File: config.mk
export PLATFORM = sky130hd
export DESIGN_NAME = mode_counter
export DESIGN_NICKNAME = d
export VERILOG_FILES = /design/src/rtl/counter_pkg.sv /design/src/rtl/cnt_prescaler.sv /design/src/rtl/register.sv /design/src/rtl/mode_counter.sv
export SDC_FILE = /design/constraint.sdc
export NUM_CORES = 1
export LEC_CHECK = 0
export BUFFER_PORTS_ARGS = -buffer_cell sky130_fd_sc_hd__buf_2
export CAP_MARGIN = 25
export CORE_MARGIN = 3
export CORE_UTILIZATION = 25
export CTS_CLUSTER_SIZE = 16
export DETAILED_ROUTE_END_ITERATION = 8
export RECOVER_POWER = 50
export REMOVE_ABC_BUFFERS = 1
export SLEW_MARGIN = 10
export SYNTH_ARGS = -nofsm -noshare
export SYNTH_HDL_FRONTEND = slang
export SYNTH_SLANG_ARGS = --single-unit
File: constraint.sdc
create_clock -name clk_i -period 4.95 [get_ports clk_i]
set_input_delay 0.7425 -clock clk_i [delete_from_list [all_inputs] [get_ports clk_i]]
set_output_delay 0.7425 -clock clk_i [all_outputs]
set_load 0.03 [all_outputs]
File: src/rtl/counter_pkg.sv
`default_nettype none
// ============================================================================
//  Module      : counter_pkg
//  Description : Shared types for the mode_counter timer family.
//  Revision    : 1.0  initial release
// ============================================================================
package counter_pkg;

    typedef enum logic [1:0] {
        CNT_FREE     = 2'd0,
        CNT_PERIODIC = 2'd1,
        CNT_ONESHOT  = 2'd2,
        CNT_UPDOWN   = 2'd3
    } cnt_mode_e;

endpackage : counter_pkg
`default_nettype wire

File: src/rtl/cnt_prescaler.sv
`default_nettype none
// ============================================================================
//  Module      : cnt_prescaler
//  Description : Divide-by-(i_psc+1) of enabled cycles; o_tick marks the last
//                enabled cycle of each period. Used with MODE_COUNTER_PSC_EN.
//  Revision    : 1.0  initial release
// ============================================================================
module cnt_prescaler #(
    parameter int PSC_WIDTH = 8
) (
    input  logic                 i_clk,
    input  logic                 i_rst_n,
    input  logic                 i_en,
    input  logic                 i_clr,
    input  logic [PSC_WIDTH-1:0] i_psc,
    output logic                 o_tick
);

    logic [PSC_WIDTH-1:0] r_psc;
    logic [PSC_WIDTH-1:0] w_psc_nxt;

    assign o_tick = (r_psc == i_psc);

    always_comb begin
        w_psc_nxt = r_psc;
        if (i_clr) begin
            w_psc_nxt = '0;
        end else if (i_en) begin
            w_psc_nxt = o_tick ? '0 : r_psc + 1'b1;
        end
    end

    dffr #(.WIDTH(PSC_WIDTH)) u_psc_q (
        .i_clk   (i_clk),
        .i_rst_n (i_rst_n),
        .i_d     (w_psc_nxt),
        .o_q     (r_psc)
    );

endmodule : cnt_prescaler
`default_nettype wire

File: src/rtl/register.sv
`default_nettype none
// ============================================================================
//  Module      : dffr
//  Description : Generic register with asynchronous active-low reset.
//  Revision    : 1.0  initial release
// ============================================================================
module dffr #(
    parameter int               WIDTH     = 1,
    parameter logic [WIDTH-1:0] RESET_VAL = '0
) (
    input  logic             i_clk,
    input  logic             i_rst_n,
    input  logic [WIDTH-1:0] i_d,
    output logic [WIDTH-1:0] o_q
);

    always_ff @(posedge i_clk or negedge i_rst_n) begin
        if (!i_rst_n) begin
            o_q <= RESET_VAL;
        end else begin
            o_q <= i_d;
        end
    end

endmodule : dffr
`default_nettype wire

File: src/rtl/mode_counter.sv
`default_nettype none
// ============================================================================
//  Module      : mode_counter
//  Description : Multi-mode timer/counter (free, periodic, one-shot, triangle)
//                with compare match. Optional prescaler: MODE_COUNTER_PSC_EN.
//  Revision    : 1.0  initial release
// ============================================================================
module mode_counter
    import counter_pkg::*;
#(
    parameter int DATA_WIDTH = 16,
    parameter int PSC_WIDTH  = 8
) (
    input  logic                  clk_i,
    input  logic                  rst_n_i,
    input  logic                  clr_i,
    input  logic                  en_i,
    input  logic                  load_i,
    input  cnt_mode_e             mode_i,
    input  logic                  dir_i,
    input  logic [DATA_WIDTH-1:0] reload_i,
    input  logic [DATA_WIDTH-1:0] cmp_i,
    input  logic [PSC_WIDTH-1:0]  psc_i,
    input  logic [DATA_WIDTH-1:0] dat_i,
    output logic [DATA_WIDTH-1:0] dat_o,
    output logic                  dir_o,
    output logic                  ovf_o,
    output logic                  cmp_o,
    output logic                  busy_o
);

    localparam logic [DATA_WIDTH-1:0] c_cnt_max = '1;
    localparam logic [DATA_WIDTH-1:0] c_cnt_one = {{(DATA_WIDTH-1){1'b0}}, 1'b1};

    logic [DATA_WIDTH-1:0] r_cnt, w_cnt_nxt, w_top;
    logic                  r_dir, w_dir_nxt;
    logic                  r_done, w_done_nxt;
    logic                  r_ovf, w_ovf_nxt;
    logic                  r_cmp, w_cmp_nxt;
    logic                  w_tick, w_step, w_down, w_term;

`ifdef MODE_COUNTER_PSC_EN
    cnt_prescaler #(.PSC_WIDTH(PSC_WIDTH)) u_prescaler (
        .i_clk   (clk_i),
        .i_rst_n (rst_n_i),
        .i_en    (en_i),
        .i_clr   (clr_i | load_i),
        .i_psc   (psc_i),
        .o_tick  (w_tick)
    );
`else
    // Without the prescaler psc_i has no function.
    logic w_unused_psc;
    assign w_unused_psc = ^psc_i;
    assign w_tick       = 1'b1;
`endif

    always_comb begin
        w_top  = (mode_i == CNT_FREE) ? c_cnt_max : reload_i;
        w_down = (mode_i == CNT_UPDOWN) ? r_dir : dir_i;
        w_term = w_down ? (r_cnt == '0) : (r_cnt >= w_top);
        w_step = en_i & w_tick & ~((mode_i == CNT_ONESHOT) & r_done);

        w_cnt_nxt  = r_cnt;
        w_dir_nxt  = (mode_i == CNT_UPDOWN) ? r_dir : dir_i;
        w_done_nxt = r_done;
        w_ovf_nxt  = 1'b0;
        w_cmp_nxt  = 1'b0;

        if (clr_i) begin
            w_cnt_nxt  = '0;
            w_dir_nxt  = 1'b0;
            w_done_nxt = 1'b0;
        end else if (load_i) begin
            w_cnt_nxt  = dat_i;
            w_dir_nxt  = dir_i;
            w_done_nxt = 1'b0;
            w_cmp_nxt  = (dat_i == cmp_i);
        end else if (w_step) begin
            w_ovf_nxt = w_term;
            case (mode_i)
                CNT_FREE, CNT_PERIODIC: begin
                    if (w_term) begin
                        w_cnt_nxt = w_down ? w_top : '0;
                    end else begin
                        w_cnt_nxt = w_down ? r_cnt - 1'b1 : r_cnt + 1'b1;
                    end
                end
                CNT_ONESHOT: begin
                    if (w_term) begin
                        w_done_nxt = 1'b1;
                    end else begin
                        w_cnt_nxt = w_down ? r_cnt - 1'b1 : r_cnt + 1'b1;
                    end
                end
                default: begin
                    // Degenerate triangle: pinned at zero, every step is terminal.
                    if (reload_i == '0) begin
                        w_cnt_nxt = '0;
                        w_ovf_nxt = 1'b1;
                    end else if (w_term) begin
                        w_cnt_nxt = w_down ? c_cnt_one : reload_i - 1'b1;
                        w_dir_nxt = ~r_dir;
                    end else begin
                        w_cnt_nxt = w_down ? r_cnt - 1'b1 : r_cnt + 1'b1;
                    end
                end
            endcase
            w_cmp_nxt = (w_cnt_nxt != r_cnt) & (w_cnt_nxt == cmp_i);
        end
    end

    dffr #(.WIDTH(DATA_WIDTH)) u_cnt_q (
        .i_clk(clk_i), .i_rst_n(rst_n_i), .i_d(w_cnt_nxt), .o_q(r_cnt)
    );
    dffr #(.WIDTH(1)) u_dir_q (
        .i_clk(clk_i), .i_rst_n(rst_n_i), .i_d(w_dir_nxt), .o_q(r_dir)
    );
    dffr #(.WIDTH(1)) u_done_q (
        .i_clk(clk_i), .i_rst_n(rst_n_i), .i_d(w_done_nxt), .o_q(r_done)
    );
    dffr #(.WIDTH(1)) u_ovf_q (
        .i_clk(clk_i), .i_rst_n(rst_n_i), .i_d(w_ovf_nxt), .o_q(r_ovf)
    );
    dffr #(.WIDTH(1)) u_cmp_q (
        .i_clk(clk_i), .i_rst_n(rst_n_i), .i_d(w_cmp_nxt), .o_q(r_cmp)
    );

    assign dat_o  = r_cnt;
    assign dir_o  = r_dir;
    assign ovf_o  = r_ovf;
    assign cmp_o  = r_cmp;
    assign busy_o = en_i & ~((mode_i == CNT_ONESHOT) & r_done);

endmodule : mode_counter
`default_nettype wire
==> flow_summary.json, run 1 <==
{
  "status": "finished, final reports clean",
  "cts_sinks": 20,
  "whs_path_depth": 2,
  "multiInputGateArea_um2": 3810,
  "relSlewSlack_pct": 12.9,
  "port_buffers": 75,
  "clock-root-buffer": "clkbuf_16",
  "cpMaxStageDelayCell": "or4_1",
  "drtIter0Drc": 759,
  "hold_viol": 0,
  "crit_required_ps": 5130,
  "yosys_warnings": 0,
  "p_seq_share_pct": 18.2,
  "p_per_area_nw_per_um2": 212,
  "ctsLongestPathBuffers": 2,
  "grt_pass1_wl_um": 30700,
  "die_x_um": 142,
  "power_frac_comb_pct": 64.7,
  "htree_levels": 1,
  "io_pins": 84,
  "cts_setup_buffers": 0,
  "crit_path_start_kind": "primary input",
  "yosys-top-cells-count": "nor2_1 (72), a21oi_1 (57), nand2_1 (57)",
  "min-delay-start": "u_done_q.o_q$_DFFE_PN0P_",
  "core_um2": 18000,
  "grt-ovfl-total": 0,
  "synth_edf_count": 0,
  "synth-main-ff-cell": "dfrtp_1",
  "fillers": 2023,
  "timing.rr.start": "u_dir_q.o_q$_DFF_PN0_",
  "cap_violations": 0,
  "drive_above_1_share_pct": 17.1,
  "avgSynthCellArea_um2": 6.85,
  "synth_most_common_cell": "nor2_1",
  "place_area_um2": 5310,
  "yosysTopAreaCell": "dfrtp_1",
  "ctsHoldBuffers": 0,
  "regToRegSetupSlack_ps": 650,
  "yosysSeqAreaShare_pct": 10.9,
  "crit_start": "mode_i[1]",
  "fin_crit_sh_pct": 91.2,
  "num_rows": 49,
  "antenna_cells": 0,
  "swShare_pct": 49.3,
  "fin_skew_ps": 4.15,
  "hold_path_class": "flop to flop",
  "worst-path-buf-inv": 2,
  "clk-insertion-delay-late_ps": 260,
  "dp_hpwl_um": 15300,
  "endpoint_kind": "flop",
  "synth_area_um2": 4610,
  "start_util_pct": 25.6,
  "critPathArrivalTime_ps": 4700,
  "finalMaxSlewViolations": 0,
  "tightest_slew_ps": 1310,
  "cp_top_family": "simple AND/OR/NAND/NOR gates",
  "async_reset_ff_share_pct": 100,
  "ant_nets": 0,
  "crit_chain": "buf_2 > and2_4 > o21ai_4 > buf_4 > ha_1 > and4_1 > and3_1 > nand3_1 > a31oi_1 > or3_1 > a211oi_1 > or4_1 > nor4b_1 > nand4_1 > a21oi_1",
  "cp_max_fo": 10,
  "fin_nets": 835,
  "cts.clk_slew.worst_paths_ps": 70,
  "hold_path_end": "u_done_q.o_q$_DFFE_PN0P_",
  "r2r_end": "u_cmp_q.o_q$_DFF_PN0_",
  "ys_types": 79,
  "grt_max_degree": 32,
  "fmax_mhz": 221,
  "vias": 5831,
  "drt-vias-per-instance": 6.04,
  "dieArea_um2": 20100,
  "leakagePower_nw": 2.20,
  "gr-usage-all-layers_pct": 19.1,
  "dr.pass1.iters": 8,
  "syn2layout_area_growth_pct": 16.7,
  "synth_area_leaders": "dfrtp_1 (11%), ha_1 (8.7%), a21oi_1 (6.2%)",
  "cts-resized-gates": 0,
  "fin_area_um2": 5380,
  "cts_buffers": 3,
  "gp_congestion": 0.974,
  "antenna_found_initial": 0,
  "period_minus_slack_ps": 4520,
  "intPower_mw": 0.578,
  "syn-instance-count": 673,
  "synth_top_area_share_pct": 10.9,
  "ff2ff_path_depth": 14,
  "setup_viol": 0,
  "setup_tns_ps": 0,
  "worstSetupPathDepth": 15,
  "cts_tree": "built",
  "irDropWorstVdd_mv": 0.136,
  "p_sw_mw": 0.563,
  "rsz0062_at_grt": "no",
  "die_y_um": 142,
  "grt_pass1_vias": 5293,
  "wl_per_cell_um": 20.8,
  "drc_errors": 0,
  "clkPwrFrac_pct": 17.2,
  "seq_area_um2": 500,
  "path_class": "primary input to flop",
  "synth_seq_cells": 20,
  "drt-total-wl_um": 20100,
  "slowest_delay_ps": 560
}
[cell usage in the layout, fill, tap and decap left out, drive strengths merged, types with 11 or more instances in the layout]
| cell | n |
|---|---|
| buf | 99 |
| nor2 | 72 |
| dfrtp | 20 |
| xor2 | 23 |
| nand4 | 11 |
| clkbuf | 15 |
| and2 | 11 |
| nor3 | 35 |
| nand3 | 12 |
| nor4 | 14 |
| ha | 32 |
| inv | 20 |
| a21oi | 57 |
| a31oi | 12 |
| xnor2 | 20 |
| nand2 | 58 |
| o211ai | 13 |
| o21ai | 48 |
[state kept, by name, indices dropped and copies added (netlist names)]
name	flops
u_cnt_q.o_q	16
u_dir_q.o_q	1
u_ovf_q.o_q	1
u_cmp_q.o_q	1
u_done_q.o_q	1
[area by class of cell]
| cell class | count | share of cell area [%] |
|---|---|---|
| tap | 229 | 5.33 |
| sequential | 20 | 9.30 |
| timing repair buffer | 110 | 11.6 |
| multi-input combinational | 583 | 70.8 |
| clock buffer | 4 | 1.65 |
| inverter | 20 | 1.40 |
[how the worst max path moves through the flow]
stage	to	slack [ps]
floorplan	u_cmp_q.o_q$_DFF_PN0_	90
finish	u_cmp_q.o_q$_DFF_PN0_	430
detailed placement	u_cmp_q.o_q$_DFF_PN0_	220
CTS	u_cmp_q.o_q$_DFF_PN0_	470
global placement	u_cmp_q.o_q$_DFF_PN0_	220
global route	u_cmp_q.o_q$_DFF_PN0_	160
[power groups by stage]
stage                     Sequential, mW  Clock, mW  Combinational [mW]
after CTS                          0.206      0.198               0.722
after floorplan                    0.223          0               0.430
after global placement             0.209          0               0.715
after global routing               0.208      0.202               0.803
final                              0.207      0.196               0.737
after detailed placement           0.209          0               0.718
[metal layers]
metal | up-vias | GRT usage, % | share of wire (%)
met3 | 49 | 4.95 | 13
met1 | 2712 | 26.9 | 43
met5 | - | 0 | 0
met2 | 392 | 29.1 | 42
met4 | 0 | 4.80 | 2.8
li1 | 2678 | - | -
[cells by family after synthesis]
family / count (synthesis) / share of synthesized area (%)
adders and majority gates: 33 / 9.12
and+or+nand+nor: 270 / 29.6
xor gates and xnor gates: 43 / 8.17
muxes: 7 / 1.55
buffers and inverters: 70 / 6.54
DFF: 20 / 10.9
AOI/OAI and AO/OA: 230 / 34.2
[metrics by stage]
step | setup WS [ps] | total power, mW | utilization, % | std cells | hold WS (ps)
floorplan | 90.8 | 0.654 | - | 623 | 447
global placement | 216 | 0.925 | 29.4 | 962 | 535
detailed placement | 224 | 0.926 | 29.4 | 962 | 543
CTS | 473 | 1.13 | 29.9 | 966 | 483
global route | 159 | 1.21 | 29.8 | 966 | 653
finish | 434 | 1.14 | 29.8 | 966 | 592
[worst reg2reg max path, cell delays in order (launching register included)]
cell	delay (ps)
dfrtp_1	510
nand3_1	200
o21ai_4	140
buf_4	220
ha_1	430
and4_1	280
and3_1	160
nand3_1	120
a31oi_1	540
or3_1	200
a211oi_1	60
or4_1	560
nor4b_1	500
nand4_1	150
a21oi_1	170
Power figures use the tool's default switching activity.
==> run 2, diff against run 1 <==
Settings changed: PLACE_DENSITY set to 0.41, SKIP_LAST_GASP set to 1.
==> run 2 against run 1 <==
Clock power rose by 20%. Largest power group unchanged. Clock skew rose by 2.6 ps. Flip-flop and latch count did not move. Die area did not move. Sequential power fell by 2%. Worst hold slack got worse by 28 ps. Fmax fell by 1.3%. Via count rose by 0.63%.
==> flow_summary.json, run 2 (synthesis gave the netlist of run 1 again) <==
{
  "hold_viol": 0,
  "cts_sinks": 20,
  "leakagePower_nw": 2.27,
  "grt_pass1_wl_um": 34000,
  "finalMaxSlewViolations": 0,
  "r2r_end": "u_cmp_q.o_q$_DFF_PN0_",
  "ctsLongestPathBuffers": 2,
  "drt-vias-per-instance": 5.99,
  "ctsHoldBuffers": 0,
  "wl_per_cell_um": 23.2,
  "critPathArrivalTime_ps": 4750,
  "port_buffers": 75,
  "period_minus_slack_ps": 4580,
  "drive_above_1_share_pct": 18.5,
  "p_sw_mw": 0.586,
  "cts_tree": "built",
  "io_pins": 84,
  "regToRegSetupSlack_ps": 630,
  "fin_nets": 848,
  "antenna_cells": 0,
  "cts_setup_buffers": 0,
  "rsz0062_at_grt": "no",
  "endpoint_kind": "flop",
  "whs_path_depth": 2,
  "setup_viol": 0,
  "die_y_um": 142,
  "tightest_slew_ps": 1360,
  "regMostFlops": "u_cnt_q.o_q",
  "drtIter0Drc": 515,
  "start_util_pct": 25.6,
  "fmax_mhz": 219,
  "layout_commonest_cell": "nor2_1",
  "min-delay-start": "u_done_q.o_q$_DFFE_PN0P_",
  "final_cell_mix": "nor2_1 (72), buf_2 (64), nand2_1 (57), a21oi_1 (57), buf_4 (48)",
  "power_frac_comb_pct": 63.9,
  "setup_tns_ps": 0,
  "intPower_mw": 0.626,
  "vias": 5868,
  "irDropWorstVdd_mv": 0.123,
  "htree_levels": 1,
  "grt_max_degree": 27,
  "status": "finished, final reports clean",
  "crit_required_ps": 5120,
  "hold_path_class": "flop to flop",
  "cap_violations": 0,
  "fin_crit_sh_pct": 92.4,
  "antenna_found_initial": 0,
  "ant_nets": 0,
  "grt_pass1_vias": 5488,
  "grt-ovfl-total": 0,
  "num_rows": 49,
  "drt-total-wl_um": 22700,
  "ff2ff_path_depth": 15,
  "p_per_area_nw_per_um2": 221,
  "dieArea_um2": 20100,
  "clkPwrFrac_pct": 19.5,
  "die_x_um": 142,
  "largest_reg_flops": 16,
  "dp_hpwl_um": 17500,
  "clock-root-buffer": "clkbuf_16",
  "hold_path_end": "u_done_q.o_q$_DFFE_PN0P_",
  "dr.pass1.iters": 5,
  "p_seq_share_pct": 16.6,
  "path_class": "primary input to flop",
  "seq_area_um2": 500,
  "fin_total_pwr_mw": 1.21,
  "crit_path_start_kind": "primary input",
  "syn2layout_area_growth_pct": 19.2,
  "cts-resized-gates": 0,
  "core_um2": 18000,
  "cp_max_fo": 10,
  "clk-insertion-delay-late_ps": 260,
  "timing.rr.start": "u_dir_q.o_q$_DFF_PN0_",
  "gr-usage-all-layers_pct": 21.7,
  "fillers": 2028,
  "relSlewSlack_pct": 9.07,
  "cts_buffers": 3,
  "fin_skew_ps": 6.70,
  "drc_errors": 0,
  "cts.clk_slew.worst_paths_ps": 60,
  "multiInputGateArea_um2": 3810,
  "swShare_pct": 48.3,
  "gp_congestion": 0.901
}
## run 2: worst max path at each step
stage / from / to / slack (ps) / cells after the start
2_1_floorplan: mode_i[0] / u_cmp_q.o_q$_DFF_PN0_ / 90 / 13
4_1_cts: mode_i[1] / u_cmp_q.o_q$_DFF_PN0_ / 430 / 16
6_report: mode_i[1] / u_cmp_q.o_q$_DFF_PN0_ / 370 / 16
3_3_place_gp: mode_i[1] / u_cmp_q.o_q$_DFF_PN0_ / 150 / 16
5_1_grt: mode_i[1] / u_cmp_q.o_q$_DFF_PN0_ / 110 / 16
3_5_place_dp: mode_i[1] / u_cmp_q.o_q$_DFF_PN0_ / 190 / 16
## run 2: layer usage
layer | global-route usage (%) | routed length, µm
met5 | 0 | 0
met1 | 31.8 | 10400
met4 | 6.06 | 680
met3 | 3.77 | 1940
met2 | 32.4 | 9670
## run 2: per-stage QoR
step	utilization, %	std cells	hold slack [ps]	area, µm²	worst slack, ps
3_3_place_gp	30.0	975	534	5410	147
4_1_cts	30.6	979	485	5510	432
3_5_place_dp	30.0	975	558	5410	191
6_report	30.5	979	564	5500	374
2_1_floorplan	-	623	447	4380	90.8
5_1_grt	30.5	979	602	5500	108
## run 2: worst max-delay path, stage by stage
cell and delay, ps:
buf_2 150, and2_4 220, o21ai_4 320, buf_4 260, ha_1 290, and4_1 270, and3_1 170, nand3_1 140
a31oi_1 540, or3_1 200, a211oi_1 60, or4_1 580, nor4b_1 360, buf_4 180, nand4_1 90, a21oi_1 190
## run 2: final cells by class
cell class / count / share of cell area, %
sequential: 20 / 9.11
multi-input combinational: 583 / 69.3
inverter: 20 / 1.37
tap: 229 / 5.21
timing repair buffer: 123 / 13.1
clock buffer: 3 / 1.37
clock inverter: 1 / 0.546
## run 2: power by group through the flow
stage | combinational (mW) | clock [mW] | sequential (mW)
2_1_floorplan | 0.430 | 0 | 0.223
3_3_place_gp | 0.758 | 0 | 0.205
3_5_place_dp | 0.759 | 0 | 0.205
4_1_cts | 0.763 | 0.240 | 0.202
5_1_grt | 0.840 | 0.247 | 0.203
6_report | 0.774 | 0.236 | 0.202
==> run 3, diff against run 2 <==
Settings changed: BUFFER_PORTS_ARGS -buffer_cell sky130_fd_sc_hd__buf_2 to not set, DONT_BUFFER_PORTS set to 1, PLACE_DENSITY 0.41 to 0.37.
==> run 3 against run 2 <==
Power fell by 5.9%. Non-clock buffer count shrank 86. Wire length is 1.8% higher. Register-to-register slack worse by 90 ps. Clock power is 5% higher. Highest routed layer unchanged. First-iteration DRC count grew 17%. Fmax down 0.64%. Cell count down 8.8%.
==> flow_summary.json, run 3 (synthesis gave the netlist of run 1 again) <==
{
  "ant_nets": 0,
  "ctsLongestPathBuffers": 2,
  "fillers": 2040,
  "hold_ws_ps": 151,
  "timing.rr.start": "u_cnt_q.o_q[10]$_DFFE_PN0P_",
  "regMostFlops": "u_cnt_q.o_q",
  "met1_usage_pct": 33.3,
  "cts_buffers": 3,
  "grt-ovfl-total": 0,
  "dieArea_um2": 20100,
  "status": "finished, final reports clean",
  "core_um2": 18000,
  "port_buffers": 0,
  "cts.clk_slew.worst_paths_ps": 80,
  "drt-total-wl_um": 23100,
  "drtIter0Drc": 601,
  "grt_use_met2_pct": 34.0,
  "cts_tree": "built",
  "p_per_area_nw_per_um2": 226,
  "layout_setup_ws_ps": 344,
  "die_y_um": 142,
  "layout_commonest_cell": "nor2_1",
  "fin_area_um2": 5040,
  "r2r_end": "u_cmp_q.o_q$_DFF_PN0_",
  "drive_above_1_share_pct": 8.73,
  "grt_pass1_wl_um": 34000,
  "regToRegSetupSlack_ps": 540,
  "wl_per_cell_um": 25.8,
  "finalMaxSlewViolations": 0,
  "pre_cts_ws_ps": -24.3,
  "ff2ff_path_depth": 12,
  "busiest_layer": "met2",
  "rsz0062_at_grt": "no",
  "largest_reg_flops": 16,
  "drc_errors": 0,
  "place_area_um2": 4960,
  "crit_path_start_kind": "primary input",
  "io_pins": 84,
  "cap_violations": 0,
  "fin_skew_ps": 11.2,
  "hold_path_class": "primary input to async pin",
  "tightest_slew_ps": 1090,
  "period_minus_slack_ps": 4610,
  "gr-usage-all-layers_pct": 22.4,
  "die_x_um": 142,
  "path_class": "primary input to flop",
  "dp_hpwl_um": 17700,
  "num_rows": 49,
  "dr.pass1.iters": 6,
  "cts_sinks": 20,
  "grt_max_degree": 40,
  "fin_crit_sh_pct": 93.0,
  "vias": 5478,
  "syn2layout_area_growth_pct": 9.42,
  "clk-insertion-delay-late_ps": 280,
  "endpoint_kind": "flop",
  "antenna_found_initial": 0,
  "final_cell_mix": "nor2_1 (72), nand2_1 (57), a21oi_1 (57)",
  "fin_nets": 762,
  "crit_required_ps": 5160,
  "start_util_pct": 25.6,
  "antenna_cells": 0,
  "critPathArrivalTime_ps": 4810,
  "cp_max_fo": 37,
  "leakagePower_nw": 1.93,
  "htree_levels": 1,
  "drt-vias-per-instance": 6.13,
  "fmax_mhz": 217,
  "grt_pass1_vias": 5035,
  "irDropWorstVdd_mv": 0.118,
  "grt_use_met3_pct": 3.91,
  "hold_viol": 0,
  "clock-root-buffer": "clkbuf_16",
  "setup_viol": 0,
  "gp_congestion": 0.921,
  "relSlewSlack_pct": 27.2
}
[run 3: changes by cell type in the layout (fill, tap and decap cells not counted), sizes merged]
cell	previous run	this run
clkbuf	14	9
buf	112	31
[run 3: how the worst max path moves through the flow]
stage / slack [ps] / end / start
2_1_floorplan: 90 / u_cmp_q.o_q$_DFF_PN0_ / mode_i[0]
3_3_place_gp: 40 / u_cmp_q.o_q$_DFF_PN0_ / mode_i[0]
3_5_place_dp: -20 / u_cmp_q.o_q$_DFF_PN0_ / mode_i[0]
4_1_cts: 240 / u_cmp_q.o_q$_DFF_PN0_ / mode_i[0]
5_1_grt: 20 / u_cmp_q.o_q$_DFF_PN0_ / mode_i[0]
6_report: 340 / u_cmp_q.o_q$_DFF_PN0_ / mode_i[0]
[run 3: worst max-delay path, stage by stage]
cell and delay, ps:
nor2_1 200, buf_4 200, nor2_1 50, ha_1 280, nand2_1 50, or3_1 340, o221ai_1 520, a211oi_2 230
buf_12 220, nor4_1 660, o21ai_0 220, a2111oi_1 660, buf_4 220, nand4_1 70, a21oi_1 160
[run 3: area by class of cell]
cell class	instances	area [µm²]	area share, %
well taps	229	287	5.68
clock buffers	3	75.1	1.49
flip-flops and latches	20	500	9.92
clock inverters	1	30.0	0.595
multi-input cells	583	3810	75.5
inverters	20	75.1	1.49
repair buffers	37	268	5.31
[run 3: report_power, final]
part | internal, mW | switching, mW
logic | 0.262 | 0.438
registers | 0.175 | 0.0186
clock network | 0.162 | 0.0852
total | 0.598 | 0.542
[run 3: repair_timing]
item / CTS / global route
endpoints found under the hold margin: 0 / 0
setup endpoints to repair: 0 / 1
resized for setup: 0 / 1
buffers inserted: 0 / 0
hold buffers: 0 / 0
[run 3: routing by layer]
metal / wire (µm) / up-vias
li1: - / 2534
met1: 10600 / 2650
met2: 10100 / 270
met3: 1980 / 24
met4: 345 / 0
met5: 0 / -
[run 3: stage by stage]
| stage | setup TNS (ps) | cells | util (%) | total power, mW |
|---|---|---|---|---|
| after floorplan | 0 | 623 | - | 0.654 |
| after global placement | 0 | 889 | 27.5 | 0.886 |
| after detailed placement | -24.3 | 889 | 27.5 | 0.886 |
| after CTS | 0 | 893 | 28.1 | 1.14 |
| after global routing | 0 | 893 | 28.0 | 1.21 |
| final | 0 | 893 | 28.0 | 1.14 |
